### src/rtl/imem_pkg.sv
// Shared types and constants for the instruction-memory loader.
// The optional trailing checksum is enabled with IMEM_LOADER_CHECKSUM_EN.
package imem_pkg;

    localparam int DEPTH          = 64;
    localparam int ADDR_W         = 6;
    localparam int N_DEF          = 32;
    localparam int BYTES_PER_WORD = N_DEF / 8;

    typedef enum logic [2:0] {
        IDLE  = 3'd0,
        HDR   = 3'd1,
        LOAD  = 3'd2,
        WRITE = 3'd3,
        CHECK = 3'd4,
        DONE  = 3'd5,
        ERR   = 3'd6
    } state_e;

    // Running XOR of program bytes; the sender appends the same value.
    function automatic logic [7:0] xor_byte(input logic [7:0] acc, input logic [7:0] b);
        return acc ^ b;
    endfunction

endpackage

### src/rtl/word_packer.sv
// Little-endian byte-to-word packer: the first byte of a word lands in bits 7:0.
// word_next/word_done describe the word completed by the byte shifted in this cycle.
module word_packer
    import imem_pkg::*;
#(
    parameter int N = 32
) (
    input  logic         clk,
    input  logic         reset,
    input  logic         clear,
    input  logic         shift,
    input  logic [7:0]   byte_in,
    output logic [N-1:0] word_next,
    output logic         word_done
);

    localparam int BYTES = N / 8;
    localparam int CNT_W = (BYTES > 1) ? $clog2(BYTES) : 1;

    logic [N-1:0]     word_r;
    logic [CNT_W-1:0] cnt_r;
    logic [N-1:0]     shifted_s;

    generate
        if (N == 8) begin : g_single
            assign shifted_s = byte_in;
        end else begin : g_multi
            assign shifted_s = {byte_in, word_r[N-1:8]};
        end
    endgenerate

    // Word-complete flag and the fully assembled word for the loader to latch.
    always_comb begin
        word_next = shifted_s;
        word_done = 1'b0;
        if (shift && (cnt_r == CNT_W'(BYTES - 1))) begin
            word_done = 1'b1;
        end else begin
            word_done = 1'b0;
        end
    end

    // Shift register and byte counter; clear restarts a fresh word.
    always_ff @(posedge clk or posedge reset) begin
        if (reset) begin
            word_r <= '0;
            cnt_r  <= '0;
        end else if (clear) begin
            word_r <= '0;
            cnt_r  <= '0;
        end else if (shift) begin
            word_r <= shifted_s;
            cnt_r  <= word_done ? '0 : cnt_r + CNT_W'(1);
        end
    end

endmodule

### src/rtl/imem_loader.sv
// Byte-stream program loader: length header, N-bit words written to instruction memory.
// Define IMEM_LOADER_CHECKSUM_EN to require a trailing XOR checksum byte.
module imem_loader
    import imem_pkg::*;
#(
    parameter int N     = 32,
    parameter int DEPTH = 64
) (
    input  logic              clk,
    input  logic              reset,
    input  logic              start,
    input  logic [7:0]        rx_data,
    input  logic              rx_valid,
    output logic              rx_ready,
    output logic              we,
    output logic [ADDR_W-1:0] waddr,
    output logic [N-1:0]      wdata,
    output logic              busy,
    output logic              done,
    output logic              error
);

    state_e       state_r;
    state_e       next_s;
    logic [6:0]   len_r;
    logic [6:0]   word_idx_r;
    logic         accept_s;
    logic         start_ok_s;
    logic         shift_s;
    logic         last_word_s;
    logic         len_ok_s;
    logic         word_done_s;
    logic [N-1:0] word_next_s;

    assign accept_s    = rx_valid & rx_ready;
    assign start_ok_s  = start & ((state_r == IDLE) | (state_r == DONE) | (state_r == ERR));
    assign shift_s     = accept_s & (state_r == LOAD);
    assign last_word_s = ((word_idx_r + 7'd1) >= len_r);
    assign len_ok_s    = (rx_data != 8'd0) && (rx_data <= 8'(DEPTH));

    word_packer #(.N(N)) u_packer (
        .clk       (clk),
        .reset     (reset),
        .clear     (start_ok_s),
        .shift     (shift_s),
        .byte_in   (rx_data),
        .word_next (word_next_s),
        .word_done (word_done_s)
    );

`ifdef IMEM_LOADER_CHECKSUM_EN
    logic [7:0] cksum_r;

    // Checksum covers data bytes only, never the length header.
    always_ff @(posedge clk or posedge reset) begin
        if (reset) begin
            cksum_r <= 8'd0;
        end else if (start_ok_s) begin
            cksum_r <= 8'd0;
        end else if (shift_s) begin
            cksum_r <= xor_byte(cksum_r, rx_data);
        end
    end
`endif

    // Next-state decode.
    always_comb begin
        next_s = state_r;
        case (state_r)
            IDLE, DONE, ERR: begin
                if (start) next_s = HDR;
                else       next_s = state_r;
            end
            HDR: begin
                if (accept_s) next_s = len_ok_s ? LOAD : ERR;
                else          next_s = HDR;
            end
            LOAD: begin
                if (shift_s && word_done_s) next_s = WRITE;
                else                        next_s = LOAD;
            end
            WRITE: begin
                if (last_word_s) begin
`ifdef IMEM_LOADER_CHECKSUM_EN
                    next_s = CHECK;
`else
                    next_s = DONE;
`endif
                end else begin
                    next_s = LOAD;
                end
            end
`ifdef IMEM_LOADER_CHECKSUM_EN
            CHECK: begin
                if (accept_s) next_s = (rx_data == cksum_r) ? DONE : ERR;
                else          next_s = CHECK;
            end
`endif
            default: next_s = IDLE;
        endcase
    end

    // State, length and word index.
    always_ff @(posedge clk or posedge reset) begin
        if (reset) begin
            state_r    <= IDLE;
            len_r      <= 7'd0;
            word_idx_r <= 7'd0;
        end else begin
            state_r <= next_s;
            if (start_ok_s) begin
                len_r      <= 7'd0;
                word_idx_r <= 7'd0;
            end else if ((state_r == HDR) && accept_s) begin
                len_r <= rx_data[6:0];
            end else if (state_r == WRITE) begin
                word_idx_r <= word_idx_r + 7'd1;
            end
        end
    end

    // Outputs are registered from the next state so they line up with state_r.
    always_ff @(posedge clk or posedge reset) begin
        if (reset) begin
            rx_ready <= 1'b0;
            we       <= 1'b0;
            busy     <= 1'b0;
            done     <= 1'b0;
            error    <= 1'b0;
            waddr    <= '0;
            wdata    <= '0;
        end else begin
            rx_ready <= (next_s == HDR) | (next_s == LOAD) | (next_s == CHECK);
            we       <= (next_s == WRITE);
            busy     <= (next_s == HDR) | (next_s == LOAD) | (next_s == WRITE) | (next_s == CHECK);
            done     <= (next_s == DONE);
            error    <= (next_s == ERR);
            if ((state_r == LOAD) && (next_s == WRITE)) begin
                waddr <= word_idx_r[ADDR_W-1:0];
                wdata <= word_next_s;
            end
        end
    end

endmodule

### config.mk
export PLATFORM = sky130hd
export DESIGN_NAME = imem_loader
export DESIGN_NICKNAME = d
export VERILOG_FILES = /design/src/rtl/imem_pkg.sv /design/src/rtl/word_packer.sv /design/src/rtl/imem_loader.sv
export SDC_FILE = /design/constraint.sdc
export NUM_CORES = 1
export LEC_CHECK = 0
export BUFFER_PORTS_ARGS = -buffer_cell sky130_fd_sc_hd__buf_2
export CAP_MARGIN = 20
export CORE_AREA = 3 3 86 88
export CTS_CLUSTER_DIAMETER = 60
export DETAILED_ROUTE_END_ITERATION = 10
export DIE_AREA = 0 0 89 91
export PLACE_DENSITY_LB_ADDON = 0.15
export SYNTH_ARGS = -nofsm -noshare
export SYNTH_HDL_FRONTEND = slang
export SYNTH_SLANG_ARGS = --single-unit
### constraint.sdc
create_clock -name clk -period 3 [get_ports clk]
set_input_delay 0.3 -clock clk [delete_from_list [all_inputs] [get_ports clk]]
set_output_delay 0.3 -clock clk [all_outputs]
set_load 0.02 [all_outputs]
==> metrics.cfg, run 1 <==
[placement]
place_congestion = 0.747
hpwl_um = 5200
port_buffers = 54
dpl_cell_area_um2 = 4120
dp_slack_ps = 499

[cells_and_area]
drive_gt1_frac = 0.242
regArea_um2 = 2150
finish.utilization = 0.637
final_nets = 438
diodes = 0
num-fill-cells = 577
area_growth_pct = 12.4
finish.instance_area_um2 = 4280
multi_input_area_um2 = 1520

[power_and_ir_drop]
switching_share = 0.349
p_comb_frac = 0.250
power.share.clock = 0.245
internal_power_mw = 1.87
power.density_nw_per_um2 = 672
switchingPower_mw = 1.00
power_leakage_nw = 2.27
seqPwrFrac = 0.505
vdd_ir_drop_max_uv = 498

[synthesis]
syn_inst = 365
seq_area_frac_synth = 0.565
yosysUniqueCellTypes = 37
synth_seq_cells = 86
syn_nets = 386
synth_area_um2 = 3810
synth_warnings = 0
avgSynthCellArea_um2 = 10.4

[timing]
layout_setup_ws_ps = 460
final-max-slew-violation-count = 0
fin_crit_sh = 0.847
hold_violations = 0
setup_violations = 0
worstMarginPinSlew_ps = 908
finClkSkew_ps = 5.03
rsz0062_at_grt = no
fin_crit_ps = 2540
fmax_ghz = 0.394
timing.hold.ws_ps = 34.5
max-slew-margin-rel = 0.393
final.setup.tns_ps = 0

[grt]
grt_use_total = 0.207
grt_max_degree = 42
grt_pass1_wl_um = 13000
grt_busiest_layer = met2
grt_antenna_before_repair = 0
overflow = 0
grt_use_met2 = 0.312
use_met1 = 0.297
grt_pass1_vias = 2651
grtUsageMet3 = 0.0508

[clock_tree]
clockBufferDepth = 2
cts_sinks = 86
clock_latency_ps = 350
cts_hold_buf = 0
cts_tree = built
clock-root-buffer = clkbuf_8
cts_resized = 0
cts_buffers = 9
htree_levels = 3
cts_setup_buffers = 0
clk_pin_slew_ps = 80

[setup_path]
path_class = flip-flop to flip-flop
cp_data_arrival_time_ps = 2830
crit_path_end_kind = flip-flop
start_kind = flip-flop
cp_max_fo = 5
crit_required_ps = 3290

[floorplanning]
die_x_um = 89
core_area_um2 = 6720
floorplan.initialDensity = 0.567
io_pins = 55
dieArea_um2 = 8100
rows = 30
dieHeight_um = 91

[route]
vias = 2707
vias_per_cell = 5.39
wire_per_inst_um = 15.0
drt_pre_antenna_iters = 4
ant_nets = 0
route.detailed.drc = 0
drtIter0Drc = 121
routed_wl_um = 7520

[outcome]
status = completed

[flow_run]
maxCapViolations = 0

[min_path]
hold_path.class = input port to asynchronous set/reset pin

==> sequential cells by signal (all words and copies together) (netlist names) <==
signal	flops
rx_ready	1
done	1
waddr	6
we	1
len_r	7
u_packer.cnt_r	2
word_idx_r	7
busy	1
error	1
u_packer.word_r	24
state_r	3
wdata	32
==> synth_stat cells <==
master      n  area share
a21oi_1    40       0.053
a221oi_1    1      0.0023
a31oi_1     1      0.0016
and2_1      2      0.0033
and3b_1     2      0.0046
buf_2      12       0.016
buf_4       1      0.0020
buf_6       2      0.0059
clkbuf_1    2      0.0020
dfrtp_1    86        0.56
ha_1        9       0.030
inv_1       9      0.0089
inv_2       1     0.00098
mux2_2      9       0.027
mux2_4     15       0.059
mux2i_1     3      0.0079
nand2_1   108        0.11
nand2_4     1      0.0030
nand2b_1    3      0.0049
nand3_1     3      0.0039
nand3b_1    2      0.0039
nand3b_4    1      0.0053
nor2_1     12       0.012
nor2_4      1      0.0030
nor2_8      1      0.0053
nor2b_1     3      0.0049
nor3_1      2      0.0026
nor4_1      1      0.0016
nor4b_1     1      0.0023
o21ai_0    14       0.018
o21ai_1     1      0.0013
o22a_1      1      0.0023
o31ai_1     1      0.0020
or2_1       2      0.0033
or3_1       2      0.0033
xnor2_1     7       0.016
xor2_1      3      0.0069
==> path summary, 6_finish.rpt <==
path,startpoint,to,slack [ps],cells past startpoint
max in group asynchronous,reset,wdata[0]$_DFFE_PP0P_,2190,3
min in group clk,rx_data[7],wdata[31]$_DFFE_PP0P_,210,3
worst min-delay path,reset,u_packer.word_r[28]$_DFFE_PP0P_,30,2
worst max register to register,word_idx_r[0]$_DFFE_PP0P_,done$_DFF_PP0_,460,10
worst max-delay path,word_idx_r[0]$_DFFE_PP0P_,done$_DFF_PP0_,460,10
worst min register to register,waddr[5]$_DFFE_PP0P_,waddr[5]$_DFFE_PP0P_,470,2
==> logic make-up (layout without fill, tap and decap cells) <==
kind of cell / Yosys count / count (layout) / share of synthesized area
buf+inv: 27 / 84 / 0.0355
fa+ha+maj: 9 / 9 / 0.0295
compound gates: 59 / 59 / 0.0804
mux: 27 / 27 / 0.0936
simple gates: 147 / 147 / 0.173
flops: 86 / 86 / 0.565
xor+xnor: 10 / 10 / 0.0230
==> area by class of cell <==
class / count / share of cell area
clock buffers: 12 / 0.0339
clock inverters: 4 / 0.00526
inverters: 10 / 0.00906
multi-input cells: 252 / 0.356
flip-flops and latches: 86 / 0.502
well taps: 80 / 0.0234
repair buffers: 58 / 0.0701
==> cell usage in the layout, fill, tap and decap left out, types with 3 or more instances in the layout <==
cell type  Yosys  final
nand3_1        3      3
mux2_2         9      9
ha_1           9      9
a21oi_1       40     40
dfrtp_1       86     86
nor2b_1        3      3
xnor2_1        7      7
mux2i_1        3      3
mux2_4        15     15
o21ai_0       14     14
buf_4          1      4
nand2b_1       3      3
clkbuf_8       0     10
buf_2         12     54
clkinv_2       0      4
inv_1          9      8
nand2_1      108    108
xor2_1         3      3
nor2_1        12     12
==> routing by layer <==
layer  part of all wire  wire, um
met1               0.47      3560
met2               0.47      3570
met3              0.036       268
met4              0.016       118
met5                  0         0
==> power groups by stage <==
stage / registers [mW] / logic [mW] / clock network (mW)
finish: 1.45 / 0.719 / 0.706
floorplan: 1.43 / 0.580 / 0
detailed placement: 1.48 / 0.716 / 0
global placement: 1.47 / 0.706 / 0
global route: 1.48 / 0.815 / 0.786
CTS: 1.45 / 0.720 / 0.727
==> through the flow <==
stage / cells / total power [mW]
after floorplan: 365 / 2.01
after global placement: 486 / 2.17
after detailed placement: 486 / 2.19
after CTS: 502 / 2.90
after global routing: 502 / 3.08
final: 502 / 2.88
==> critical path, stage by stage (launching register included) <==
cell	delay [ps]
dfrtp_1	430
ha_1	230
nand3_1	150
or2_1	290
xnor2_1	130
ha_1	290
nand2_1	70
o21ai_0	160
a21oi_1	100
a221oi_1	440
and2_1	180
Power figures use the tool's default switching activity.
==> run 2, diff against run 1 <==
Settings changed: CORE_AREA 3 3 86 88 to 3 3 91 93, DIE_AREA 0 0 89 91 to 0 0 94 96.
Clock period 3 ns to 2.25 ns, I/O delays scaled along.
==> metrics.cfg, run 2 (synthesis results as in run 1) <==
[cells_and_area]
regMostFlops = wdata
multi_input_area_um2 = 1580  ; +3.5%
final_nets = 452  ; +3.2%
diodes = 0  ; unchanged
regArea_um2 = 2150  ; unchanged
largest_reg_flops = 32  ; unchanged
drive_gt1_frac = 0.296  ; +0.0542
reg_top3 = wdata (32), u_packer.word_r (24)
area_growth_pct = 19.4
num-fill-cells = 677  ; +17%
finish.utilization = 0.598  ; -0.0394
final_common_cell = nand2_1
finish.instance_area_um2 = 4550  ; +6.2%
final_cell_mix = nand2_1 (107), dfrtp_1 (86), buf_2 (54), a21oi_1 (38), buf_4 (16)

[grt]
grt_pass1_vias = 2656  ; +0.19%
overflow = 0  ; unchanged
grt_use_total = 0.199  ; -0.00797
grt_max_degree = 41  ; -2.4%
grt_antenna_before_repair = 0  ; unchanged
grt_pass1_wl_um = 13700  ; +5.3%

[route]
ant_nets = 0  ; unchanged
vias_per_cell = 5.12  ; -5.1%
route.detailed.drc = 0  ; unchanged
drt_pre_antenna_iters = 4  ; unchanged
routed_wl_um = 8070  ; +7.4%
vias = 2752  ; +1.7%
wire_per_inst_um = 15.0  ; +0.22%
drtIter0Drc = 85  ; -30%

[power_and_ir_drop]
power_leakage_nw = 2.38  ; +5.0%
p_comb_frac = 0.258  ; +0.008
seqPwrFrac = 0.453  ; -0.052
power_mw = 4.26  ; +48%
power.density_nw_per_um2 = 937  ; +39%
switching_share = 0.340  ; -0.00873
power.share.clock = 0.289  ; +0.044
vdd_ir_drop_max_uv = 652  ; +31%
internal_power_mw = 2.81  ; +50%
switchingPower_mw = 1.45  ; +44%

[timing]
fin_crit_sh = 0.997  ; +0.150
hold_violations = 0  ; unchanged
layout_setup_ws_ps = 7.75  ; -452 ps
fmax_ghz = 0.446  ; +13%
finClkSkew_ps = 9.80  ; +4.77 ps
rsz0062_at_grt = yes
max-slew-margin-rel = 0.715  ; +0.322
final-max-slew-violation-count = 0  ; unchanged
setup_violations = 0  ; unchanged
worstMarginPinSlew_ps = 428  ; -480 ps
fin_crit_ps = 2240  ; -298 ps

[clock_tree]
clock_latency_ps = 360  ; about the same
cts_buffers = 9  ; unchanged
clk_pin_slew_ps = 90  ; about the same
cts_tree = built
clock-root-buffer = clkbuf_8
htree_levels = 3  ; unchanged
cts_sinks = 86  ; unchanged
cts_setup_buffers = 0  ; unchanged
clockBufferDepth = 2  ; unchanged

[setup_path]
cpPeakStageDelay_ps = 370  ; -70 ps
cp_cell_sequence = ha_2 -> nand3_2 -> or2_4 -> xnor2_2 -> ha_1 -> a21oi_2 -> o21ai_2 -> a21oi_2 -> o21ai_2 -> and2_1
crit_required_ps = 2490  ; -800 ps
start_kind = flip-flop
cp_slowest_cell = dfrtp_1
r2r_cells = 10  ; unchanged
cp_max_fo = 4  ; -1
cp_data_arrival_time_ps = 2480  ; -350 ps
path_class = flip-flop to flip-flop
crit_path_end_kind = flip-flop

[floorplanning]
floorplan.initialDensity = 0.501  ; -0.0662
dieHeight_um = 96  ; +5.5%
core_area_um2 = 7610  ; +13%
io_pins = 55  ; unchanged
die_x_um = 94  ; +5.6%
rows = 32  ; +6.7%
dieArea_um2 = 9020  ; +11%

[placement]
place_congestion = 0.827  ; +11%
dp_slack_ps = -107  ; -605 ps
hpwl_um = 5620  ; +8.2%
port_buffers = 54  ; unchanged
dpl_cell_area_um2 = 4260  ; +3.6%

[min_path]
holdPathStages = 3
hold_path.class = input port to flip-flop

[outcome]
status = completed

[flow_run]
maxCapViolations = 0  ; unchanged

## run 2: changes by cell type in the layout (fill, tap and decap cells not counted), sizes merged
cell / delta
buf: +13
inv: +1
clkinv: -3
clkinvlp: +2
dlygate4sd3: +1
bufinv: +2
clkbuf: -2
## run 2: power by group through the flow
stage / Combinational, mW / Clock (mW) / Sequential [mW]
6_report: 1.10 / 1.23 / 1.93
2_1_floorplan: 0.788 / 0 / 1.91
3_5_place_dp: 1.03 / 0 / 1.96
4_1_cts: 1.07 / 1.26 / 1.93
3_3_place_gp: 1.01 / 0 / 1.95
5_1_grt: 1.26 / 1.33 / 1.96
## run 2: area by class of cell
type                            count  area share
Multi-Input combinational cell    252       0.347
Tap cell                          102      0.0281
Timing Repair Buffer               72      0.0924
Inverter                           10     0.00908
Sequential cell                    86       0.473
Clock buffer                       10      0.0303
Clock inverter                      6      0.0204
## run 2: repair_timing
action | in CTS | in global routing
pin swaps | 1 | 12
hold buffers | 1 | 0
gates resized for setup | 3 | 11
setup endpoints to repair | 3 | 7
hold endpoints to repair | 14 | 0
## run 2: final timing paths
check | from | to | slack, ps
setup / recovery | word_idx_r[1]$_DFFE_PP0P_ | done$_DFF_PP0_ | 8
hold / removal | rx_data[5] | wdata[29]$_DFFE_PP0P_ | 130
setup reg to reg | word_idx_r[1]$_DFFE_PP0P_ | done$_DFF_PP0_ | 8
hold reg to reg | waddr[4]$_DFFE_PP0P_ | waddr[4]$_DFFE_PP0P_ | 470
max in group asynchronous | reset | wdata[9]$_DFFE_PP0P_ | 1240
min in group asynchronous | reset | wdata[29]$_DFFE_PP0P_ | 400
## run 2: per-stage QoR
step	TNS, ps	hold WS (ps)	cells
2_1_floorplan	0	330	365
3_3_place_gp	0	234	521
3_5_place_dp	-166	235	521
4_1_cts	0	119	538
5_1_grt	-453	127	538
6_report	0	128	538
## run 2: metal layers
| layer | vias to the layer above | share of wire | GRT usage |
|---|---|---|---|
| met2 | 56 | 0.48 | 0.308 |
| li1 | 1341 | - | - |
| met1 | 1344 | 0.47 | 0.276 |
| met5 | - | 0 | 0 |
| met4 | 0 | 0.018 | 0.0878 |
| met3 | 11 | 0.039 | 0.0367 |
## run 2: critical path, delay by kind of cell, from the launching register on
family	cells	cell delay, ps
compound gates	4	560
xor+xnor	1	140
fa+ha+maj	2	540
flops	1	370
simple gates	3	540
